### src/rtl/debounce_multi.sv
// ----------------------------------------------------------------------------
// debounce_multi
//   N-channel push-button conditioner. Every channel owns a synchroniser chain
//   and a stability counter; it produces a clean debounced level plus
//   registered one-cycle press and release strobes, all in the clk domain.
//
//   Optional feature macro: HOLD_REPEAT_EN
//     Defined   -> while a button stays held, press_pulse re-fires HOLD_CYCLES
//                  cycles after the initial press, then every REPEAT_CYCLES.
//     Undefined -> press_pulse fires exactly once per debounced press; no
//                  hold counters exist.
//
// Ports
//   clk            in   1     system clock
//   rst            in   1     synchronous, active-high reset
//   btn_in         in   N_CH  raw asynchronous button levels, bit i = channel i
//   btn_out        out  N_CH  debounced level
//   press_pulse    out  N_CH  one-cycle strobe on debounced 0->1 (and repeats)
//   release_pulse  out  N_CH  one-cycle strobe on debounced 1->0
// ----------------------------------------------------------------------------
module debounce_multi #(
    parameter int unsigned N_CH          = 5,
    parameter int unsigned SYNC_STAGES   = 2,
    parameter int unsigned CNT_MAX       = 1_000_000,
    parameter int unsigned HOLD_CYCLES   = 50_000_000,
    parameter int unsigned REPEAT_CYCLES = 10_000_000
) (
    input  logic            clk,
    input  logic            rst,
    input  logic [N_CH-1:0] btn_in,
    output logic [N_CH-1:0] btn_out,
    output logic [N_CH-1:0] press_pulse,
    output logic [N_CH-1:0] release_pulse
);

    // Stability counter only ever holds 0 .. CNT_MAX-1.
    localparam int unsigned CNT_W = $clog2(CNT_MAX);
    localparam logic [CNT_W-1:0] CNT_LAST = CNT_W'(CNT_MAX - 1);

    // Elaboration-time sanity checks on the configuration.
    if (SYNC_STAGES < 2) begin : g_bad_sync
        $error("debounce_multi: SYNC_STAGES must be >= 2");
    end
    if (CNT_MAX < 2) begin : g_bad_cnt
        $error("debounce_multi: CNT_MAX must be >= 2");
    end
    if (HOLD_CYCLES < 2 || REPEAT_CYCLES < 2) begin : g_bad_hold
        $error("debounce_multi: HOLD_CYCLES and REPEAT_CYCLES must be >= 2");
    end

    // ------------------------------------------------------------------
    // Synchroniser chains, all channels in parallel.
    // ------------------------------------------------------------------
    logic [N_CH-1:0] r_sync [SYNC_STAGES];

    always_ff @(posedge clk) begin
        if (rst) begin
            for (int unsigned k = 0; k < SYNC_STAGES; k++) begin
                r_sync[k] <= '0;
            end
        end else begin
            r_sync[0] <= btn_in;
            for (int unsigned k = 1; k < SYNC_STAGES; k++) begin
                r_sync[k] <= r_sync[k-1];
            end
        end
    end

`ifdef HOLD_REPEAT_EN
    localparam int unsigned HOLD_MAX =
        (HOLD_CYCLES > REPEAT_CYCLES) ? HOLD_CYCLES : REPEAT_CYCLES;
    localparam int unsigned HOLD_W = $clog2(HOLD_MAX);
    localparam logic [HOLD_W-1:0] HOLD_LAST = HOLD_W'(HOLD_CYCLES - 1);
    localparam logic [HOLD_W-1:0] REP_LAST  = HOLD_W'(REPEAT_CYCLES - 1);
`endif

    // ------------------------------------------------------------------
    // Per-channel debounce (and optional auto-repeat).
    // ------------------------------------------------------------------
    for (genvar i = 0; i < N_CH; i++) begin : g_ch
        logic [CNT_W-1:0] r_cnt;
        logic             r_lvl;
        logic             r_prs;
        logic             r_rel;
        logic             w_s;
        logic             w_diff;
        logic             w_done;

        assign w_s    = r_sync[SYNC_STAGES-1][i];
        assign w_diff = w_s ^ r_lvl;
        // Level flips on this edge.
        assign w_done = w_diff && (r_cnt == CNT_LAST);

        always_ff @(posedge clk) begin
            if (rst) begin
                r_cnt <= '0;
                r_lvl <= 1'b0;
                r_prs <= 1'b0;
                r_rel <= 1'b0;
            end else begin
                r_prs <= 1'b0;
                r_rel <= 1'b0;
                if (!w_diff) begin
                    // Any agreeing sample restarts the stability window.
                    r_cnt <= '0;
                end else if (w_done) begin
                    r_lvl <= w_s;
                    r_cnt <= '0;
                    r_prs <= w_s;
                    r_rel <= ~w_s;
                end else begin
                    r_cnt <= r_cnt + CNT_W'(1);
                end
            end
        end

`ifdef HOLD_REPEAT_EN
        logic [HOLD_W-1:0] r_hcnt;
        logic              r_rep_phase;
        logic              r_rpt;

        // r_rep_phase selects the first (long) delay or the repeat period.
        // A repeat falling due on the releasing edge is dropped.
        always_ff @(posedge clk) begin
            if (rst || !r_lvl) begin
                r_hcnt      <= '0;
                r_rep_phase <= 1'b0;
                r_rpt       <= 1'b0;
            end else begin
                r_rpt <= 1'b0;
                if (r_hcnt == (r_rep_phase ? REP_LAST : HOLD_LAST)) begin
                    r_hcnt      <= '0;
                    r_rep_phase <= 1'b1;
                    r_rpt       <= ~w_done;
                end else begin
                    r_hcnt <= r_hcnt + HOLD_W'(1);
                end
            end
        end

        assign press_pulse[i] = r_prs | r_rpt;
`else
        assign press_pulse[i] = r_prs;
`endif

        assign btn_out[i]       = r_lvl;
        assign release_pulse[i] = r_rel;
    end

endmodule

### config.mk
export PLATFORM = sky130hd
export DESIGN_NAME = debounce_multi
export DESIGN_NICKNAME = d
export VERILOG_FILES = /design/src/rtl/debounce_multi.sv
export SDC_FILE = /design/constraint.sdc
export NUM_CORES = 1
export LEC_CHECK = 0
export BUFFER_PORTS_ARGS = -buffer_cell sky130_fd_sc_hd__buf_2
export CAP_MARGIN = 0
export CORE_MARGIN = 2
export CORE_UTILIZATION = 45
export CTS_BUF_LIST = sky130_fd_sc_hd__clkbuf_16
export CTS_CLUSTER_SIZE = 16
export DETAILED_ROUTE_END_ITERATION = 10
export GPL_ROUTABILITY_DRIVEN = 0
export GPL_TIMING_DRIVEN = 0
export PLACE_DENSITY = 0.63
export SETUP_SLACK_MARGIN = 0.02
export SYNTH_ARGS = -nofsm -noshare
export SYNTH_HDL_FRONTEND = slang
export SYNTH_SLANG_ARGS = --single-unit
export TNS_END_PERCENT = 1
### constraint.sdc
create_clock -name clk -period 5.7 [get_ports clk]
set_input_delay 0.57 -clock clk [delete_from_list [all_inputs] [get_ports clk]]
set_output_delay 0.57 -clock clk [all_outputs]
set_load 0.03 [all_outputs]
==> out/results.txt <==
outcome - finished, final reports clean
flop and latch count out of synthesis - 125
initial antenna violation count - 0
initial core utilization - 45.5%
GRT Resource Usage Total - 17.9%
Nets - 663
final-layout fill cell count - 1101
P&R area growth vs syn - 15.8%
fraction of power spent switching nets - 19.8%
number of antenna diodes - 0
placement-stage worst setup slack - 3.48 ns
sequential element share of the synthesized area - 46.1%
Fin Hold WS - 0.360 ns
buffers and inverters on the worst path - 1
final period utilization - 38.9%
maximum capacitance violations - 0
maximum fanout count along the critical path - 10
final hold vios - 0
Yosys warning total - 0
total power - 1.94 mW
via/cell ratio - 5.38
I/O pin count - 22
Setup Fix Bufs, Post-CTS - 0
total of buffers placed on input and output ports - 21
Cell variety after synth - 36
Hold/Removal Path Class - input port to register
kind of capture point of the worst setup path - register
synth top area cells - dfxtp_1 (46%), xnor2_1 (7.4%), nor2_1 (6.2%), xor2_1 (4.2%), nand3_1 (3.4%)
DIE HEIGHT - 114 um
setup TNS after final layout - 0 ns
leading area contributor after synthesis - dfxtp_1
die area - 13000 um^2
non-filler instance count after layout - 811
CTS tree - yes
count of cells resized by post-cts repair - 0
# DRC - 0
cell count after placement - 779
core utilization of the finished layout - 52.7%
clock root buffer master - clkbuf_16
critical path start-end classification - register to register
critical path data required time - 6.00 ns
clock slew at reported path FFs - 0.05 ns
crit path DAT - 2.52 ns
Yosys top cell area share - 46.1%
DP Area - 5710 um^2
number of rows in the core area - 40
pin count of the biggest net entering global routing - 17
total of endpoints with negative setup slack in the final report - 0
global-route wire length before repair - 18600 um
width of the die - 114 um
chain of cells forming the critical path - ha_1 > nand2_1 > or4_1 > o21ai_2 > buf_4 > nor2_1
drt total wl - 10500 um
Setup Skew - 0.0122 ns
final worst path period need - 2.22 ns
Slew Limit Fails - 0
total nets after synthesis - 623
Placeable Area - 11900 um^2
global route total overflow - 0
portion of total power attributed to combinational logic - 1.0%
number of violations reported at the end of detailed-routing iteration 0 - 270
Mapped Avg Cell Area - 8.88 um^2
Final WS setup - 3.48 ns
leading register cell type out of synthesis - dfxtp_1
Antenna Violating Nets Remaining - 0
post-detailed-placement half-perimeter wirelength - 7250 um
detailed-router iteration count before antenna repair - 4
number of global-route vias before repair - 4159
summed instance area of the synthesized netlist - 5430 um^2
final instance area - 6280 um^2
CTS Buf Count - 17
async set or reset register ratio after synthesis - 0%
net switching power figure - 383 uW
number of hold buffers added after CTS - 0
critical path's top delay family - simple AND/OR/NAND/NOR gates
Critical-path top delay cell - or4_1
share of total power in the clock network - 53.5%
cell leakage power - 2.02 nW
transition time at the pin with the least slew margin - 0.667 ns
routed via count - 4362
timing-limited maximum frequency - 451 MHz
clk buf depth - 2
cell internal power dissipation - 1.55 mW
Post-synth EDFFs - 0
Clock Latency Late Sink - 0.42 ns
startpoint kind of the worst setup timing path - register
H-tree depth - 4
number of instances in the synthesized netlist - 611
worst max-slew margin expressed relative to the limit - 55.1%
WL/cell - 13.0 um
total clock sinks - 125
part of the total power dissipated in sequential elements - 45.5%
power per standard cell area - 309 nW/um^2
slowest cell delay on critical path - 0.61 ns
Worst IR Drop VDD - 0.225 mV
unrepaired setup endpoints after global routing - no
fraction of final layout cells sized beyond drive strength 1 - 11.3%
==> synth_stat cells (2+ instances only) <==
cell,instances
dfxtp_1,125
nor2_1,89
xnor2_1,46
nand3_1,37
nand2_1,29
a21oi_1,28
nand4_1,26
xor2_1,26
inv_1,18
nor4_1,17
o21ai_0,17
buf_4,16
nor3_1,16
and3_1,13
or3_1,13
or4_1,13
nor2b_1,12
o31ai_1,12
nor4b_1,11
and4_1,10
clkbuf_1,8
buf_2,5
ha_1,5
nor3b_1,3
a31o_2,2
nand4b_1,2
o21ai_2,2
or4b_4,2
==> placed cells by master, fill, tap and decap left out, types with 2 or more instances in the layout <==
master	instances
a21oi_1	28
a31o_2	2
and3_1	13
and4_1	10
buf_2	26
buf_4	16
bufinv_16	3
clkbuf_1	8
clkbuf_16	17
clkinv_1	3
clkinv_2	4
dfxtp_1	125
ha_1	5
inv_1	23
nand2_1	29
nand3_1	37
nand4_1	26
nand4b_1	2
nor2_1	89
nor2b_1	12
nor3_1	16
nor3b_1	3
nor4_1	17
nor4b_1	11
o21ai_0	17
o21ai_2	2
o31ai_1	12
or3_1	13
or4_1	13
or4b_4	2
xnor2_1	46
xor2_1	26
==> path summary, 6_finish.rpt <==
path	from	end	slack (ns)	cells after the start
min	btn_in[0]	r_sync[0][0]$_SDFF_PP0_	0.36	2
min reg2reg	r_sync[0][0]$_SDFF_PP0_	r_sync[0][5]$_SDFF_PP0_	0.44	1
max	g_ch[4].r_cnt[0]$_SDFF_PP0_	g_ch[4].r_cnt[6]$_SDFF_PP0_	3.48	6
max reg2reg	g_ch[4].r_cnt[0]$_SDFF_PP0_	g_ch[4].r_cnt[6]$_SDFF_PP0_	3.48	6
==> power by group through the flow <==
| stage | clock network, mW | registers, mW | logic (mW) |
|---|---|---|---|
| finish | 1.04 | 0.882 | 0.0192 |
| global route | 1.10 | 0.882 | 0.0221 |
| CTS | 1.06 | 0.882 | 0.0198 |
| detailed placement | 0 | 0.900 | 0.0197 |
| global placement | 0 | 0.900 | 0.0192 |
| floorplan | 0 | 0.900 | 0.0121 |
==> cell families after synthesis <==
group                    Yosys count  share of synthesized area, %
adder cells (fa/ha/maj)            5                          1.15
XOR/XNOR                          72                          11.6
flip-flops                       125                          46.1
AND/OR/NAND/NOR                  301                          30.2
buffers and inverters             47                          4.47
AO/OA/AOI/OAI                     61                          6.46
==> metal layers <==
metal / wire length (um) / vias up / global-route usage [%]
met5: 0 / - / 0
met4: 237 / 0 / 9.67
met3: 360 / 20 / 5.05
met2: 4870 / 61 / 28.5
met1: 5060 / 2029 / 22.0
li1: - / 2252 / -
==> registers in the layout, indices dropped and copies added, names as in the netlist <==
register    count
g_ch.r_prs      5
g_ch.r_cnt    100
g_ch.r_rel      5
r_sync         10
g_ch.r_lvl      5
==> worst register-to-register path, stage by stage, from the launching register on <==
cell and delay, ns:
dfxtp_1 0.36, ha_1 0.22, nand2_1 0.17, or4_1 0.61, o21ai_2 0.43, buf_4 0.26
nor2_1 0.06
==> area by class of cell <==
type / instances / area [um^2] / share of cell area (%)
Clock inverter: 15 / 140 / 2.23
Clock buffer: 17 / 425 / 6.77
Tap cell: 147 / 184 / 2.93
Buffer: 29 / 175 / 2.79
Timing Repair Buffer: 21 / 105 / 1.67
Multi-Input combinational cell: 439 / 2680 / 42.7
Sequential cell: 125 / 2500 / 39.8
Inverter: 18 / 67.6 / 1.08
No activity file was read; power rests on OpenSTA's default activity.
